File: src/rtl/pipeline_hazard_unit.sv
// Hazard and forwarding controller: tracks destination registers of in-flight
// instructions and steers decode operand forwarding, load-use stalls and redirect flushes.
module pipeline_hazard_unit #(
  parameter int DEPTH      = 3,
  parameter int LOAD_STAGE = 2,
  parameter int CNT_W      = 16
) (
  input  logic                         clk,
  input  logic                         rst_n,
  input  logic [31:0]                  id_inst,
  input  logic                         id_valid,
  input  logic                         ex_redirect,
  input  logic                         hold,
  output logic [$clog2(DEPTH+1)-1:0]   fwd_a_sel,
  output logic [$clog2(DEPTH+1)-1:0]   fwd_b_sel,
  output logic                         stall_id,
  output logic                         flush_id,
  output logic [CNT_W-1:0]             perf_stall_cnt,
  output logic [CNT_W-1:0]             perf_flush_cnt
);
  localparam int SELW = $clog2(DEPTH + 1);

  localparam logic [4:0] OPC_LOAD   = 5'b00000;
  localparam logic [4:0] OPC_STORE  = 5'b01000;
  localparam logic [4:0] OPC_BRANCH = 5'b11000;
  localparam logic [4:0] OPC_JALR   = 5'b11001;
  localparam logic [4:0] OPC_JAL    = 5'b11011;
  localparam logic [4:0] OPC_OP     = 5'b01100;
  localparam logic [4:0] OPC_OPIMM  = 5'b00100;
  localparam logic [4:0] OPC_AUIPC  = 5'b00101;
  localparam logic [4:0] OPC_LUI    = 5'b01101;
  localparam logic [4:0] OPC_SYSTEM = 5'b11100;

  logic [4:0]          opcode;
  logic [4:0]          rs1;
  logic [4:0]          rs2;
  logic [2:0]          funct3;
  logic                dec_wr;
  logic                dec_load;
  logic                use_rs1;
  logic                use_rs2;
  logic [DEPTH:1]      st_valid;
  logic [DEPTH:1]      st_wr;
  logic [DEPTH:1]      st_load;
  logic [DEPTH:1][4:0] st_rd;
  logic [SELW-1:0]     win_a;
  logic [SELW-1:0]     win_b;
  logic                lu_a;
  logic                lu_b;
  logic                load_use;
  logic                unused_bits;

  assign opcode      = id_inst[6:2];
  assign rs1         = id_inst[19:15];
  assign rs2         = id_inst[24:20];
  assign funct3      = id_inst[14:12];
  assign unused_bits = ^{id_inst[31:25], id_inst[1:0]};

  // Only CSRRW (register source) and CSRRWI (immediate source) are recognised system ops.
  always_comb begin
    dec_wr   = 1'b0;
    dec_load = 1'b0;
    use_rs1  = 1'b0;
    use_rs2  = 1'b0;
    case (opcode)
      OPC_LOAD:              begin dec_wr = 1'b1; dec_load = 1'b1; use_rs1 = 1'b1; end
      OPC_STORE, OPC_BRANCH: begin use_rs1 = 1'b1; use_rs2 = 1'b1; end
      OPC_JALR, OPC_OPIMM:   begin dec_wr = 1'b1; use_rs1 = 1'b1; end
      OPC_JAL, OPC_AUIPC,
      OPC_LUI:               dec_wr = 1'b1;
      OPC_OP:                begin dec_wr = 1'b1; use_rs1 = 1'b1; use_rs2 = 1'b1; end
      OPC_SYSTEM: begin
        if (funct3 == 3'b001) begin
          dec_wr  = 1'b1;
          use_rs1 = 1'b1;
        end else if (funct3 == 3'b101) begin
          dec_wr = 1'b1;
        end
      end
      default: ;
    endcase
  end

  // Scan oldest to youngest so the youngest matching stage is the last one written.
  always_comb begin
    win_a = '0;
    win_b = '0;
    lu_a  = 1'b0;
    lu_b  = 1'b0;
    for (int k = DEPTH; k >= 1; k--) begin
      if (id_valid && use_rs1 && rs1 != 5'd0 && st_valid[k] && st_wr[k] && st_rd[k] == rs1) begin
        win_a = SELW'(k);
        lu_a  = st_load[k] && (k < LOAD_STAGE);
      end
      if (id_valid && use_rs2 && rs2 != 5'd0 && st_valid[k] && st_wr[k] && st_rd[k] == rs2) begin
        win_b = SELW'(k);
        lu_b  = st_load[k] && (k < LOAD_STAGE);
      end
    end
  end

  assign load_use  = lu_a | lu_b;
  assign stall_id  = load_use & ~ex_redirect;
  assign flush_id  = ex_redirect & rst_n;
  assign fwd_a_sel = load_use ? '0 : win_a;
  assign fwd_b_sel = load_use ? '0 : win_b;

  always_ff @(posedge clk or negedge rst_n) begin
    if (!rst_n) begin
      st_valid <= '0;
      st_wr    <= '0;
      st_load  <= '0;
      st_rd    <= '0;
    end else if (!hold) begin
      for (int k = 2; k <= DEPTH; k++) begin
        st_valid[k] <= st_valid[k-1];
        st_wr[k]    <= st_wr[k-1];
        st_load[k]  <= st_load[k-1];
        st_rd[k]    <= st_rd[k-1];
      end
      if (stall_id || flush_id || !id_valid) begin
        st_valid[1] <= 1'b0;
        st_wr[1]    <= 1'b0;
        st_load[1]  <= 1'b0;
        st_rd[1]    <= 5'd0;
      end else begin
        st_valid[1] <= 1'b1;
        st_wr[1]    <= dec_wr;
        st_load[1]  <= dec_load;
        st_rd[1]    <= id_inst[11:7];
      end
    end
  end

  always_ff @(posedge clk or negedge rst_n) begin
    if (!rst_n) begin
      perf_stall_cnt <= '0;
      perf_flush_cnt <= '0;
    end else if (!hold) begin
      if (stall_id && (perf_stall_cnt != {CNT_W{1'b1}}))
        perf_stall_cnt <= perf_stall_cnt + CNT_W'(1);
      if (flush_id && (perf_flush_cnt != {CNT_W{1'b1}}))
        perf_flush_cnt <= perf_flush_cnt + CNT_W'(1);
    end
  end

endmodule

File: config.mk
export PLATFORM = sky130hd
export DESIGN_NAME = pipeline_hazard_unit
export DESIGN_NICKNAME = d
export VERILOG_FILES = /design/src/rtl/pipeline_hazard_unit.sv
export SDC_FILE = /design/constraint.sdc
export NUM_CORES = 1
export LEC_CHECK = 0
export CORE_MARGIN = 3
export CORE_UTILIZATION = 39
export DETAILED_ROUTE_END_ITERATION = 12
export HOLD_SLACK_MARGIN = 0.03
export PLACE_DENSITY = 0.69
export REMOVE_ABC_BUFFERS = 1
export SLEW_MARGIN = 20
export SYNTH_ARGS = -nofsm -noshare
export SYNTH_HDL_FRONTEND = slang
export SYNTH_SLANG_ARGS = --single-unit
File: constraint.sdc
create_clock -name clk -period 2.3 [get_ports clk]
set_input_delay 0.46 -clock clk [delete_from_list [all_inputs] [get_ports clk]]
set_output_delay 0.46 -clock clk [all_outputs]
set_load 0.03 [all_outputs]
==> metrics.md, run 1 <==
| Metric | Value |
|---|---|
| Final setup viols | `5` |
| I/O Pins | `75` |
| Hold crit path type | `in -> async` |
| Slew HR | `0.545` |
| Post-DRT Antenna Nets | `0` |
| Hold_buf cts | `0` |
| Switch Pwr | `between 600 and 700 µW` |
| Commonest cells in the netlist | `dfrtp_1 (54), xnor2_1 (40), xor2_1 (20)` |
| Warnings from Yosys | `0` |
| Diode count | `0` |
| Critical path type | `reg -> out` |
| Synth cell types | `49` |
| Synth async-reset ratio | `1.00` |
| Gate power share | `0.240` |
| Seq/Total Area, Yosys | `0.463` |
| Sequential power share | `0.504` |
| Yosys reg bits | `between 50 and 60` |
| Sink Count | `54` |
| Fin worst setup slack | `-0.274 ns` |
| Area leader, netlist | `dfrtp_1` |
| Initial DRC count | `75` |
| Worst Hold Slack | `~0.32 ns` |
| RSZ-0062 raised after global routing | `true` |
| Clock share of power | `0.256` |
| Clock skew | `between 0.004 and 0.005 ns` |
| First-pass DRT Iterations | `4` |
| Tcrit/Tclk final | `1.12` |
| Clock-pin slew on the worst setup and hold paths | `0.10 ns` |
| Top-count cell post-synth | `dfrtp_1` |
| Crit-path max FO | `5` |
| Power Density | `~520 nW/µm²` |
| Yosys top cell area share | `0.463` |
| Fin. Hold Viols | `0` |
| Maximum vdd drop | `around 0.00042 V` |
| Area contributors post-synth | `dfrtp_1 (46%), xnor2_1 (12%), xor2_1 (6.0%), mux2_2 (5.8%), nand4_1 (3.0%)` |
| Max cap viols | `0` |
| Tot GR Track Use | `0.183` |
| DR vias | `roughly 2,400` |
| Initial antenna violation count | `0` |
| Measured slew at the worst slew-check pin | `0.682 ns` |
| Leakage | `around 0.0019 µW` |
| TritonCTS clock tree | `yes` |
| Synthesized cell area | `around 3000 µm²` |
| First-pass GRT wire length | `12,200 µm` |
| Final net count | `approximately 420` |
| Post-DR vias/cell | `roughly 5` |
| Starting Density | `0.416` |
| Critical path capture point type | `output pin` |
| Primary FF master, synth | `dfrtp_1` |
| DR DRC count | `0` |
| H-tree Lvls | `2` |
| Clk_lat worst skew | `roughly 0.31 ns` |
| R2r setup slk | `approximately 0.11 ns` |
| Row count | `30` |
| # port buffers | `65` |
| Area Overhead vs Synth | `46.2%` |
| Finished Cell Area | `~4300 µm²` |
| Min cycle time layout | `2.57 ns` |
| Layout cell share with drive strength beyond 1 | `0.300` |
| Pint | `between 1500 and 2000 µW` |
| Final Power | `roughly 2200 µW` |
| Width of the die | `92.5 µm` |
| Largest net degree at the start of global routing | `55` |
| Final Max Slew Viols | `0` |
| TNS Setup | `-1.03 ns` |
| Req. time, crit path | `~1.8 ns` |
| Placer Congestion | `between 0.8 and 0.9` |
| HPWL after DPL | `between 5000 and 6000 µm` |
| Failing checks | `setup timing` |
| Cell count after synthesis | `259` |
| Wire length per cell | `15.4 µm` |
| Status | `finished, violations left` |
| EDFF count, synth | `0` |
| Max clock buf depth | `2` |
| Worst path arrival time | `approximately 2.1 ns` |
| Sw frac | `0.306` |
| Syn Area/Cell | `11.3 µm²` |
| Startpoint Class | `register` |
| Die ar. | `between 8000 and 9000 µm²` |
| Final Util | `0.608` |
| DP Area | `around 4000 µm²` |
| Number of global-route vias before repair | `roughly 2,400` |
| Num CTS Buffers | `5` |
| Core ar. | `7020 µm²` |
| Die height | `roughly 93 µm` |
| Grt ovf | `0` |
| Achievable Freq | `a little under 400 MHz` |
| Root buffer cell | `clkbuf_8` |
| Drt total wl | `between 7000 and 8000 µm` |
## worst max-delay path, cell delays in order, from the launching register on
cell and delay, ns:
dfrtp_1 0.41, buf_6 0.13, xor2_2 0.15, nor4_4 0.34, nand4_4 0.19, buf_6 0.16, o22ai_4 0.13, and2_4 0.17
buf_6 0.12
## kinds of logic (layout without fill, tap and decap cells)
| group | count (synthesis) | in the layout | share of synthesized area |
|---|---|---|---|
| mux | 16 | 16 | 0.0617 |
| compound gates | 26 | 26 | 0.0814 |
| flops | 54 | 54 | 0.463 |
| simple gates | 93 | 93 | 0.191 |
| buf+inv | 8 | 132 | 0.0141 |
| fa+ha+maj | 2 | 2 | 0.00857 |
| xor+xnor | 60 | 60 | 0.180 |
## metal layers
metal  track usage  part of all wire  wire [µm]  up-vias
met5             0                 0          0        -
met4        0.0631             0.015        110        0
met3        0.0292             0.042        312        8
li1              -                 -          -     1182
met2         0.292              0.48       3510       62
met1         0.252              0.47       3430     1171
## layout by cell type (no fill, tap or decap), types with 2 or more instances in the layout
master and n:
o21ai_1 2, inv_1 3, nand2_1 15, buf_4 56, mux2_2 15, nand2b_1 3
nor3_2 3, nor2_1 8, and3_1 8, nand4_1 14, buf_6 5, nor3_1 3
clkdlybuf4s50_1 43, clkbuf_8 6, xnor2_1 40, nand3_1 12, a21o_1 2, clkdlybuf4s15_1 2
and2_1 5, a21oi_2 3, a22o_1 6, dlygate4sd2_1 7, nor4_2 2, xor2_1 19
ha_1 2, and4_1 6, clkbuf_2 5, dfrtp_1 54, nand3b_1 2
## through the flow
step	cells	setup WS (ns)
5_1_grt	479	-0.392
6_report	479	-0.274
2_1_floorplan	254	-0.196
3_5_place_dp	458	-0.594
4_1_cts	478	-0.269
3_3_place_gp	458	-0.593
## state kept, by name (all words and copies together), names as in the netlist
register	count
perf_flush_cnt	16
perf_stall_cnt	16
st_rd	15
st_valid	3
st_wr	3
st_load	1
## worst paths after layout
path | startpoint | end | depth (start not counted)
max | st_rd[4] | stall_id | 8
max reg2reg | st_rd[4] | perf_stall_cnt[1] | 9
min reg2reg | perf_flush_cnt[10] | perf_flush_cnt[10] | 1
max in group asynchronous | rst_n | st_wr[2] | 2
min in group clk | perf_flush_cnt[10] | perf_flush_cnt[10] | 1
min | rst_n | st_rd[11] | 2
## power groups by stage
stage	registers (µW)	clock network, µW	logic [µW]
final	1120	568	534
after detailed placement	1140	0	513
after global placement	1130	0	506
after global routing	1130	634	579
after CTS	1120	586	524
after floorplan	1190	0	181
## final cells by class
type / count / area (µm²)
clock buffer: 7 / 86.3
tap: 96 / 120
multi-input combinational: 197 / 1640
inverter: 3 / 11.3
sequential: 54 / 1350
timing repair buffer: 121 / 1050
clock inverter: 1 / 8.76
fill: 604 / 2750
## what timing repair did
| action | in CTS | in global routing |
|---|---|---|
| cloned | 0 | 0 |
| pin swaps | 22 | 10 |
| resized for setup | 38 | 18 |
| endpoints found under the setup margin | 29 | 19 |
| setup buffers | 14 | 1 |
No activity file was read; power rests on OpenSTA's default activity.
==> inputs of run 2 (changes only) <==
Settings changed: CORE_MARGIN 3 to not set.
==> run 2 against run 1 <==
Compared with the run above: the run still ends with setup timing left; sequential share of layout area is 0.99 points higher; maximum frequency increased by 1.0%; clock power increased by 17%; largest power group unchanged; global-route usage up 1.8 points; register-to-register slack is essentially flat; via count shrank 2.1%.
==> metrics.md, run 2 (synthesized netlist as in run 1, its figures left out) <==
| Metric | Value |
|---|---|
| Diode count | `0 (unchanged)` |
| Fin worst setup slack | `-0.248 ns (+0.0262 ns)` |
| Starting Density | `0.402 (-0.0134)` |
| Critical path type | `reg -> out` |
| Drt total wl | `7160 µm (-2.7%)` |
| Status | `finished, violations left` |
| Pint | `1610 µW (+4.4%)` |
| Sw frac | `0.298 (-0.00795)` |
| Min cycle time layout | `2.55 ns (-0.0262 ns)` |
| HPWL after DPL | `5410 µm (-0.69%)` |
| Clk_lat worst skew | `0.31 ns (about the same)` |
| Leading cell type in the layout, fill and taps excluded | `dfrtp_1` |
| Max cap viols | `0 (unchanged)` |
| Die height | `88.5 µm (-4.3%)` |
| Area Overhead vs Synth | `42.1%` |
| Wire length per cell | `15.4 µm (+0.25%)` |
| Worst path depth | `6 (-2)` |
| First-pass GRT wire length | `11,900 µm (-2.4%)` |
| Die ar. | `7830 µm² (-8.5%)` |
| Gate power share | `0.223 (-0.017)` |
| I/O Pins | `75 (unchanged)` |
| TNS Setup | `-1.08 ns (-0.0476 ns)` |
| Measured slew at the worst slew-check pin | `0.675 ns (-0.00643 ns)` |
| Sink Count | `54 (unchanged)` |
| Post-DR vias/cell | `5.10 (+0.89%)` |
| Clock skew | `0.0121 ns (+0.00756 ns)` |
| DR vias | `2,373 (-2.1%)` |
| Worst Hold Slack | `0.303 ns (-0.0169 ns)` |
| Final setup viols | `5 (unchanged)` |
| Req. time, crit path | `1.84 ns (about the same)` |
| Max clock buf depth | `2 (unchanged)` |
| Worst path arrival time | `2.09 ns (-0.02 ns)` |
| Startpoint Class | `register` |
| Hold_buf cts | `0 (unchanged)` |
| Maximum vdd drop | `0.000488 V (+17%)` |
| Critical path capture point type | `output pin` |
| Width of the die | `88.5 µm (-4.3%)` |
| Crit path max-delay family | `simple AND/OR/NAND/NOR gates` |
| Sequential power share | `0.489 (-0.015)` |
| Num CTS Buffers | `5 (unchanged)` |
| Fillers | `669 (+11%)` |
| DP Area | `3900 µm² (-1.6%)` |
| FF/Latch Area | `1360 µm² (+0.28%)` |
| # port buffers | `65 (unchanged)` |
| Tot GR Track Use | `0.201 (+0.0182)` |
| First-pass DRT Iterations | `4 (unchanged)` |
| Largest regs | `perf_flush_cnt x16, perf_stall_cnt x16, st_rd x15` |
| Row count | `31 (+3.3%)` |
| WP buf/inv | `2 (-1)` |
| Initial antenna violation count | `0 (unchanged)` |
| Slew HR | `0.550 (+0.00429)` |
| Critical path's slowest cell | `dfrtp_2` |
| Switch Pwr | `683 µW (+0.55%)` |
| TritonCTS clock tree | `yes` |
| Final Max Slew Viols | `0 (unchanged)` |
| Post-DRT Antenna Nets | `0 (unchanged)` |
| Hold crit path type | `in -> async` |
| Slowest Stage Delay on Critical Path | `0.43 ns (+0.02 ns)` |
| Fin cells | `465 (-2.9%)` |
| RSZ-0062 raised after global routing | `true` |
| Core ar. | `7250 µm² (+3.3%)` |
| Worst path cell trace | `xor2_1 > nor4_2 > nand4_1 > buf_4 > a221oi_4 > buf_6` |
| Worst r2r path cells | `8 (-1)` |
| Fin. Hold Viols | `0 (unchanged)` |
| Failing checks | `setup timing` |
| Clock share of power | `0.289 (+0.033)` |
| Area of the multi-input gates | `1620 µm² (-1.5%)` |
| Layout cell share with drive strength beyond 1 | `0.270 (-0.0298)` |
| Finished Cell Area | `4150 µm² (-2.8%)` |
| Crit-path max FO | `4 (-1)` |
| H-tree Lvls | `2 (unchanged)` |
| Tcrit/Tclk final | `1.11 (-0.0114)` |
| Largest net degree at the start of global routing | `55 (unchanged)` |
| Grt ovf | `0 (unchanged)` |
| Achievable Freq | `393 MHz (+1.0%)` |
| Initial DRC count | `86 (+15%)` |
| Clock-pin slew on the worst setup and hold paths | `0.10 ns (about the same)` |
| Final net count | `404 (-4.0%)` |
| Root buffer cell | `clkbuf_8` |
| Placer Congestion | `0.890 (+0.94%)` |
| Commonest non-fill, non-tap cells in the layout | `dfrtp_1 (51), clkdlybuf4s50_1 (44), xnor2_1 (40), buf_4 (40), xor2_1 (19)` |
| Leakage | `0.00179 µW (-4.6%)` |
| Dpl cells | `452 (-1.3%)` |
| Number of global-route vias before repair | `2,326 (-3.7%)` |
| DR DRC count | `0 (unchanged)` |
| Final Power | `2290 µW (+3.2%)` |
| Power Density | `553 nW/µm² (+6.2%)` |
## run 2: layout make-up
type / count / area share
Multi-Input combinational cell: 197 / 0.390
Sequential cell: 54 / 0.327
Timing Repair Buffer: 104 / 0.223
Tap cell: 99 / 0.0299
Clock buffer: 5 / 0.0166
Clock inverter: 3 / 0.0115
Inverter: 3 / 0.00271
## run 2: path summary, 6_finish.rpt
check	startpoint	end	slack [ns]
worst max-delay path	st_rd[4]	fwd_b_sel[0]	-0.25
worst min-delay path	rst_n	perf_stall_cnt[7]	0.30
worst max register to register	st_rd[4]	st_load[1]	0.10
worst min register to register	perf_stall_cnt[5]	perf_stall_cnt[5]	0.50
max in group asynchronous	rst_n	st_rd[3]	1.52
min in group clk	perf_stall_cnt[5]	perf_stall_cnt[5]	0.50
## run 2: metrics by stage
| step | worst slack [ns] | util |
|---|---|---|
| floorplan | -0.196 | - |
| global placement | -0.509 | 0.538 |
| detailed placement | -0.595 | 0.538 |
| CTS | -0.200 | 0.564 |
| global route | -0.317 | 0.572 |
| finish | -0.248 | 0.572 |
## run 2: routing by layer
metal  wire length (µm)  vias to the layer above  global-route usage
li1                   -                     1147                   -
met5                  0                        -                   0
met3                183                        9              0.0364
met4                 98                        0              0.0528
met2               3540                       51               0.329
met1               3340                     1166               0.275
## run 2: worst register-to-register path, stage by stage, from the launching register on
cell and delay, ns:
dfrtp_2 0.43, xor2_1 0.18, nor4_2 0.34, nand4_1 0.17, buf_4 0.20, o22ai_4 0.16, buf_4 0.23, a21oi_4 0.13
a32o_1 0.27
## run 2: timing repair
action,in CTS,in global routing
endpoints found under the setup margin,25,9
setup buffers,2,3
pin swaps,15,4
resized for setup,37,9
## run 2: power groups by stage
stage               registers, µW  clock network [µW]  logic (µW)
floorplan                    1190                   0         181
global route                 1140                 717         553
CTS                          1120                 679         505
detailed placement           1140                   0         500
finish                       1120                 662         510
global placement             1130                   0         498
